<file path="src/rtl/tick_sched_ctrl.sv">
// tick_sched_ctrl
// Four-channel programmable tick scheduler. Each channel divides CLOCK by
// (m+1): it emits a one-cycle tick at the end of every period and toggles a
// square wave on each tick. A channel runs either continuously or for a burst
// of N ticks, after which it returns to idle. Divisor changes made while a
// channel runs are held in a shadow register and take effect only at the next
// period boundary, so a change never produces a runt tick. A single
// valid/ready port carries configuration requests.
//
// Ports
//   CLOCK      system clock, all logic on the rising edge
//   RESET      synchronous active-high reset
//   cfg_valid  configuration request valid
//   cfg_ready  request accepted when cfg_valid & cfg_ready (low while the
//              addressed channel still has a shadow divisor waiting)
//   cfg_ch     target channel 0..3
//   cfg_op     00 SET_DIV, 01 ENABLE, 10 DISABLE, 11 BURST
//   cfg_data   divisor (SET_DIV) or burst count in the low BURST_W bits
//   tick       per-channel one-cycle pulse at the end of each period
//   clk_out    per-channel square wave, toggles on each tick
//   active     per-channel running flag
//   pending    per-channel shadow divisor waiting for a period boundary
module tick_sched_ctrl #(
    parameter int unsigned CW        = 32,
    parameter int unsigned DEFAULT_M = 2499,
    parameter int unsigned BURST_W   = 16
) (
    input  logic          CLOCK,
    input  logic          RESET,
    input  logic          cfg_valid,
    output logic          cfg_ready,
    input  logic [1:0]    cfg_ch,
    input  logic [1:0]    cfg_op,
    input  logic [CW-1:0] cfg_data,
    output logic [3:0]    tick,
    output logic [3:0]    clk_out,
    output logic [3:0]    active,
    output logic [3:0]    pending
);

    typedef enum logic {
        ST_IDLE = 1'b0,
        ST_RUN  = 1'b1
    } ch_state_e;

    localparam logic [1:0]         OP_SET_DIV = 2'b00;
    localparam logic [1:0]         OP_ENABLE  = 2'b01;
    localparam logic [1:0]         OP_DISABLE = 2'b10;
    localparam logic [1:0]         OP_BURST   = 2'b11;
    localparam logic [CW-1:0]      M_RESET    = CW'(DEFAULT_M);
    localparam logic [CW-1:0]      CNT_ZERO   = {CW{1'b0}};
    localparam logic [CW-1:0]      CNT_ONE    = {{(CW-1){1'b0}}, 1'b1};
    localparam logic [BURST_W-1:0] BURST_ZERO = {BURST_W{1'b0}};
    localparam logic [BURST_W-1:0] BURST_ONE  = {{(BURST_W-1){1'b0}}, 1'b1};

    ch_state_e          state_r    [4];
    ch_state_e          state_n_s  [4];
    logic [CW-1:0]      count_r    [4];
    logic [CW-1:0]      count_n_s  [4];
    logic [CW-1:0]      m_r        [4];
    logic [CW-1:0]      m_n_s      [4];
    logic [CW-1:0]      shadow_r   [4];
    logic [CW-1:0]      shadow_n_s [4];
    logic [BURST_W-1:0] burst_r    [4];
    logic [BURST_W-1:0] burst_n_s  [4];
    logic [3:0]         tick_r;
    logic [3:0]         tick_n_s;
    logic [3:0]         clk_r;
    logic [3:0]         clk_n_s;
    logic [3:0]         pending_r;
    logic [3:0]         pending_n_s;
    logic [3:0]         hit_s;
    logic               accept_s;
    logic [BURST_W-1:0] burst_len_s;

    assign cfg_ready   = ~pending_r[cfg_ch];
    assign accept_s    = cfg_valid & cfg_ready;
    assign burst_len_s = cfg_data[BURST_W-1:0];
    assign tick        = tick_r;
    assign clk_out     = clk_r;
    assign pending     = pending_r;

    // Active flag is simply the RUN state of each channel register.
    always_comb begin
        for (int c = 0; c < 4; c++) begin
            active[c] = (state_r[c] == ST_RUN);
        end
    end

    // Next-state logic: period counting first, then an accepted config op
    // overrides count/active (a DISABLE also cancels that cycle's tick).
    always_comb begin
        for (int c = 0; c < 4; c++) begin
            state_n_s[c]   = state_r[c];
            count_n_s[c]   = count_r[c];
            m_n_s[c]       = m_r[c];
            shadow_n_s[c]  = shadow_r[c];
            burst_n_s[c]   = burst_r[c];
            tick_n_s[c]    = 1'b0;
            clk_n_s[c]     = clk_r[c];
            pending_n_s[c] = pending_r[c];
            hit_s[c]       = accept_s && (cfg_ch == 2'(c));

            if (state_r[c] == ST_RUN) begin
                if (count_r[c] == m_r[c]) begin
                    count_n_s[c] = CNT_ZERO;
                    tick_n_s[c]  = 1'b1;
                    clk_n_s[c]   = ~clk_r[c];
                    // A waiting shadow divisor governs the period that starts now.
                    if (pending_r[c]) begin
                        m_n_s[c]       = shadow_r[c];
                        pending_n_s[c] = 1'b0;
                    end else begin
                        m_n_s[c]       = m_r[c];
                    end
                    // Last burst tick: drop active together with the tick.
                    if (burst_r[c] == BURST_ONE) begin
                        state_n_s[c] = ST_IDLE;
                        clk_n_s[c]   = 1'b0;
                        burst_n_s[c] = BURST_ZERO;
                    end else if (burst_r[c] != BURST_ZERO) begin
                        burst_n_s[c] = burst_r[c] - BURST_ONE;
                    end else begin
                        burst_n_s[c] = BURST_ZERO;
                    end
                end else begin
                    count_n_s[c] = count_r[c] + CNT_ONE;
                end
            end else begin
                count_n_s[c] = CNT_ZERO;
                clk_n_s[c]   = 1'b0;
            end

            case ({hit_s[c], cfg_op})
                {1'b1, OP_SET_DIV}: begin
                    // A channel that stays running must wait for its boundary;
                    // one that is (or just became) idle takes the value now.
                    if (state_n_s[c] == ST_RUN) begin
                        shadow_n_s[c]  = cfg_data;
                        pending_n_s[c] = 1'b1;
                    end else begin
                        m_n_s[c]       = cfg_data;
                    end
                end
                {1'b1, OP_ENABLE}: begin
                    state_n_s[c] = ST_RUN;
                    count_n_s[c] = CNT_ZERO;
                    burst_n_s[c] = BURST_ZERO;
                end
                {1'b1, OP_DISABLE}: begin
                    state_n_s[c]   = ST_IDLE;
                    count_n_s[c]   = CNT_ZERO;
                    clk_n_s[c]     = 1'b0;
                    tick_n_s[c]    = 1'b0;
                    burst_n_s[c]   = BURST_ZERO;
                    m_n_s[c]       = pending_r[c] ? shadow_r[c] : m_n_s[c];
                    pending_n_s[c] = 1'b0;
                end
                {1'b1, OP_BURST}: begin
                    // A zero-length burst is treated exactly like DISABLE.
                    if (burst_len_s == BURST_ZERO) begin
                        state_n_s[c]   = ST_IDLE;
                        count_n_s[c]   = CNT_ZERO;
                        clk_n_s[c]     = 1'b0;
                        tick_n_s[c]    = 1'b0;
                        burst_n_s[c]   = BURST_ZERO;
                        m_n_s[c]       = pending_r[c] ? shadow_r[c] : m_n_s[c];
                        pending_n_s[c] = 1'b0;
                    end else begin
                        state_n_s[c] = ST_RUN;
                        count_n_s[c] = CNT_ZERO;
                        burst_n_s[c] = burst_len_s;
                    end
                end
                default: begin
                    // No request for this channel: keep the counting result.
                    state_n_s[c] = state_n_s[c];
                end
            endcase
        end
    end

    // Channel state and datapath registers with synchronous reset.
    always_ff @(posedge CLOCK) begin
        if (RESET) begin
            tick_r    <= 4'b0000;
            clk_r     <= 4'b0000;
            pending_r <= 4'b0000;
            for (int c = 0; c < 4; c++) begin
                state_r[c]  <= ST_IDLE;
                count_r[c]  <= CNT_ZERO;
                m_r[c]      <= M_RESET;
                shadow_r[c] <= CNT_ZERO;
                burst_r[c]  <= BURST_ZERO;
            end
        end else begin
            tick_r    <= tick_n_s;
            clk_r     <= clk_n_s;
            pending_r <= pending_n_s;
            for (int c = 0; c < 4; c++) begin
                state_r[c]  <= state_n_s[c];
                count_r[c]  <= count_n_s[c];
                m_r[c]      <= m_n_s[c];
                shadow_r[c] <= shadow_n_s[c];
                burst_r[c]  <= burst_n_s[c];
            end
        end
    end

endmodule
</file>
<file path="config.mk">
export PLATFORM = sky130hd
export DESIGN_NAME = tick_sched_ctrl
export DESIGN_NICKNAME = d
export VERILOG_FILES = /design/src/rtl/tick_sched_ctrl.sv
export SDC_FILE = /design/constraint.sdc
export NUM_CORES = 1
export LEC_CHECK = 0
export CORE_MARGIN = 5
export CORE_UTILIZATION = 36
export DETAILED_ROUTE_END_ITERATION = 8
export RECOVER_POWER = 50
export SLEW_MARGIN = 20
export SYNTH_ARGS = -nofsm -noshare
export SYNTH_HDL_FRONTEND = slang
export SYNTH_SLANG_ARGS = --single-unit
</file>
<file path="constraint.sdc">
create_clock -name CLOCK -period 4.08 [get_ports CLOCK]
set_input_delay 0.408 -clock CLOCK [delete_from_list [all_inputs] [get_ports CLOCK]]
set_output_delay 0.408 -clock CLOCK [all_outputs]
set_load 0.02 [all_outputs]
</file>
==> results by group <==
Status
  • Outcome: finished with violations
  • Violations in the final reports: max-capacitance violations, max-slew violations

Worst hold path
  • Worst hold start: RESET
  • Capture endpoint of the worst hold path: shadow_r[1][4]
  • Worst hold stages: 2
  • Type of the most critical hold path: input pin to register

Logic synthesis
  • Portion of netlist area occupied by mux cells: 6.75%
  • Post-synthesis instance total: 2741
  • Synthesis-stage register bit count: 464
  • Avg Synthesized Cell Area: 8.43 um2
  • Post-synth EDFFs: 0
  • Synthesized-area fraction occupied by and/or/nand/nor cells: 21.5%
  • Dominant combinational cell family by area after synthesis: simple AND/OR/NAND/NOR gates
  • Share of the synthesized area in compound gates (AO/OA/AOI/OAI): 16.5%
  • Synth area leaders: dfxtp_1, nand2_1, nor2_1
  • Share of flip-flops with an asynchronous set or reset after synthesis: 0%
  • Fraction of the mapped netlist area in adder cells: 0.866%
  • Syn_nets: 2796
  • Post-synth top area share: 40.2%
  • Sequential-to-total area share from yosys stat: 40.2%
  • Synth area leader: dfxtp_1
  • Count of warnings emitted by yosys: 0
  • Share of the synthesized netlist area taken by xor and xnor gates: 9.70%
  • Count of cell types in the netlist: 87
  • Primary flip-flop cell chosen by synthesis mapping: dfxtp_1
  • Post-Synthesis Cell Area: 0.0231 mm2

Placement
  • Input/output buffers: 55
  • DP HPWL: 47.8 mm
  • Number of placed instances, taps included: 3518
  • Final GP Congestion: 0.884

Power
  • Worst ir drop on vdd: 0.241 mV
  • Design Power: 10.5 mW
  • Pwr dens: 404 mW/mm2
  • Cell leakage power: 8.96 nW

Floorplanning
  • Die area: 0.0694 mm2
  • Width of the die: 263 um
  • Height of the chip: 263 um
  • Effective utilization at floorplan: 36.5%
  • Site row count: 92
  • Number of ports placed on the die boundary: 56
  • Core outline area: 0.0633 mm2

Final layout
  • Layout Cells excl Fill: 3613
  • Area used by sequential logic in the layout: 0.00929 mm2
  • # fillers: 6241
  • Layout overhead on the synthesized area: 12.7%
  • Final Util: 41.1%
  • Share of final-layout standard cells stronger than drive strength 1: 8.90%
  • Combined area of the multi-input logic cells: 0.0128 mm2
  • Nets@finish: 2781

Clock network
  • CTS tree: yes
  • Number of cells upsized or downsized after cts: 0
  • Post-CTS Setup Inserts: 0
  • CTS clock-pin slew for the worst setup and hold paths: 0.06 ns
  • Clock tree sinks: 464
  • Clk buf depth: 3
  • Number of clock buffers inserted by TritonCTS: 52
  • Insertion delay to the later sink of the worst-skew pair: 0.59 ns
  • Number of buffers added to fix hold violations after cts: 0
  • Maximum level of the CTS H-tree: 2
  • Buffer cell driving the clock tree root: clkbuf_16

Job
  • Number of maximum-capacitance constraint violations: 1

Global route
  • Initial antenna violation count: 5
  • GRT busiest layer: met2
  • GRT Residual Overflow: 0
  • All-layer global routing usage: 19.5%
  • First-pass GRT wire length: 110 mm
  • Fraction of met3 tracks used by global routing: 3.91%
  • Vias in the first global route: 18969
  • Met1 routing resource usage after global routing: 27.7%
  • Largest net degree at the start of global routing: 108
  • Global routing met2 resource utilization: 30.0%

STA
  • Period Utilization, post-route: 85.6%
  • Slew Limit Headroom: -1.46%
  • RSZ-0062 raised after global routing: no
  • Final-report hold violation count: 0
  • Worst hold margin: 0.353 ns
  • Worst Clk Skew: 0.0186 ns
  • Highest clock frequency the design can meet: 0.286 GHz
  • Transition time at the pin with the least slew margin: 1.52 ns
  • Setup TNS: 0 ns
  • Count of pins over their slew limit: 33
  • Final number of setup-violating endpoints: 0
  • Final Critical Period: 3.49 ns

Route
  • Detail Route Antenna Nets: 0
  • Number of detailed-routing iterations run before antenna repair: 5
  • Remaining routing DRC violations: 0
  • Routed via count: 20189
  • Per-cell via count in the routed design: 5.59
  • Routed len/inst: 19.7 um
  • Number of DRC markers after the initial detailed-route iteration: 1738
  • Final routed wirelength across all metal layers: 71.0 mm

Worst setup path
  • Critical Path Sink Type: register
  • CP Max Fanout: 19
  • Category of the most critical setup path: input pin to register
  • End of the worst register-to-register path: m_r[1][20]
  • Crit Reg-Reg Startpoint: count_r[1][14]
  • Reg2reg path depth: 7
  • Worst setup path start: cfg_ch[0]
  • Critical path startpoint category: input pin
  • Worst path required time: 4.54 ns
  • Worst reg-to-reg setup slack: 0.67 ns
  • Critical path arrival: 3.95 ns
critical path, stage by stage:
cell and delay [ns]:
dlygate4sd3_1 0.66, nor4b_1 1.18, nand2_1 0.13, buf_4 0.26, a211oi_4 0.46, clkbuf_1 0.53, mux2i_1 0.26, nor2_1 0.05
synthesized netlist by cell type, drive strengths merged, types with 37 or more instances:
master	n
dfxtp	464
nand4	48
mux2i	113
nor4	44
nor2	350
xor2	142
inv	37
a21oi	185
nor3	81
o21ai	74
buf	58
clkbuf	136
a221oi	43
nand2	361
xnor2	114
nand3	64
state kept, by name, summed over array words and instances, names as in the netlist:
name and flops:
clk_out 4, burst_r 64, state_r 4, count_r 128, shadow_r 128, m_r 128
pending 4, tick 4
where the power goes:
group          switching [mW]  internal, mW  total, mW
clock network            1.91          2.77       4.67
registers              0.0742          4.60       4.67
logic                   0.748         0.431       1.18
total                    2.73          7.80       10.5
stage by stage:
stage,setup slack (ns),instance area (um2)
after detailed placement,0.608,24400
after floorplan,1.65,23100
final,0.587,26000
after global routing,0.382,26000
after CTS,0.955,26100
after global placement,0.629,24400
worst max path at each step:
stage                            endpoint  slack [ns]
after CTS                       m_r[3][9]        0.95
after detailed placement  shadow_r[1][25]        0.61
after floorplan                m_r[1][26]        1.65
after global placement    shadow_r[1][25]        0.63
after global routing           m_r[1][16]        0.38
final                      shadow_r[0][1]        0.59
kinds of logic (layout without fill, tap and decap cells):
kind of cell,count (synthesis),after routing
flip-flops,464,464
AO/OA/AOI/OAI,554,554
AND/OR/NAND/NOR,1069,1069
other,0,3
buffers and inverters,232,255
multiplexers,150,150
XOR/XNOR,256,256
adder cells (fa/ha/maj),16,16
cell type report:
type | instances | area share [%]
Multi-Input combinational cell | 2045 | 49.1
Sequential cell | 464 | 35.7
Clock buffer | 79 | 6.04
Timing Repair Buffer | 125 | 4.09
Tap cell | 846 | 4.06
Inverter | 38 | 0.548
Clock inverter | 13 | 0.466
Antenna cell | 3 | 0.0288
per-layer routing:
layer | wire length (um) | up-vias
met5 | 27 | -
met4 | 2070 | 4
met3 | 5370 | 132
met2 | 31500 | 668
met1 | 32000 | 9789
li1 | - | 9596
cell usage in the layout (no fill, tap or decap), types with 10 or more instances in the layout:
master           netlist  final
dfxtp_1              464    464
nand2_1              359    360
nor2_1               348    346
a21oi_1              178    178
xor2_1               142    142
xnor2_1              114    114
mux2i_1              113    113
nor3_1                76     75
o21ai_0               72     72
nand3_1               64     64
buf_4                 14     61
clkbuf_16              0     53
nand4_1               46     47
a221oi_1              42     42
inv_1                 37     37
nor4_1                35     36
mux2_2                36     36
a21o_1                36     36
clkdlybuf4s50_1        0     36
a211oi_1              35     35
a311oi_1              30     30
and3_1                27     27
a22o_1                23     23
a22oi_1               18     18
or3_1                 18     18
dlygate4sd3_1          0     18
clkbuf_1             128     17
ha_1                  16     16
clkbuf_8               0     15
or2_2                 14     14
a31oi_1               13     13
and4_1                11     11
nand2b_1              11     11
a32o_1                10     10
Power figures use the tool's default switching activity.
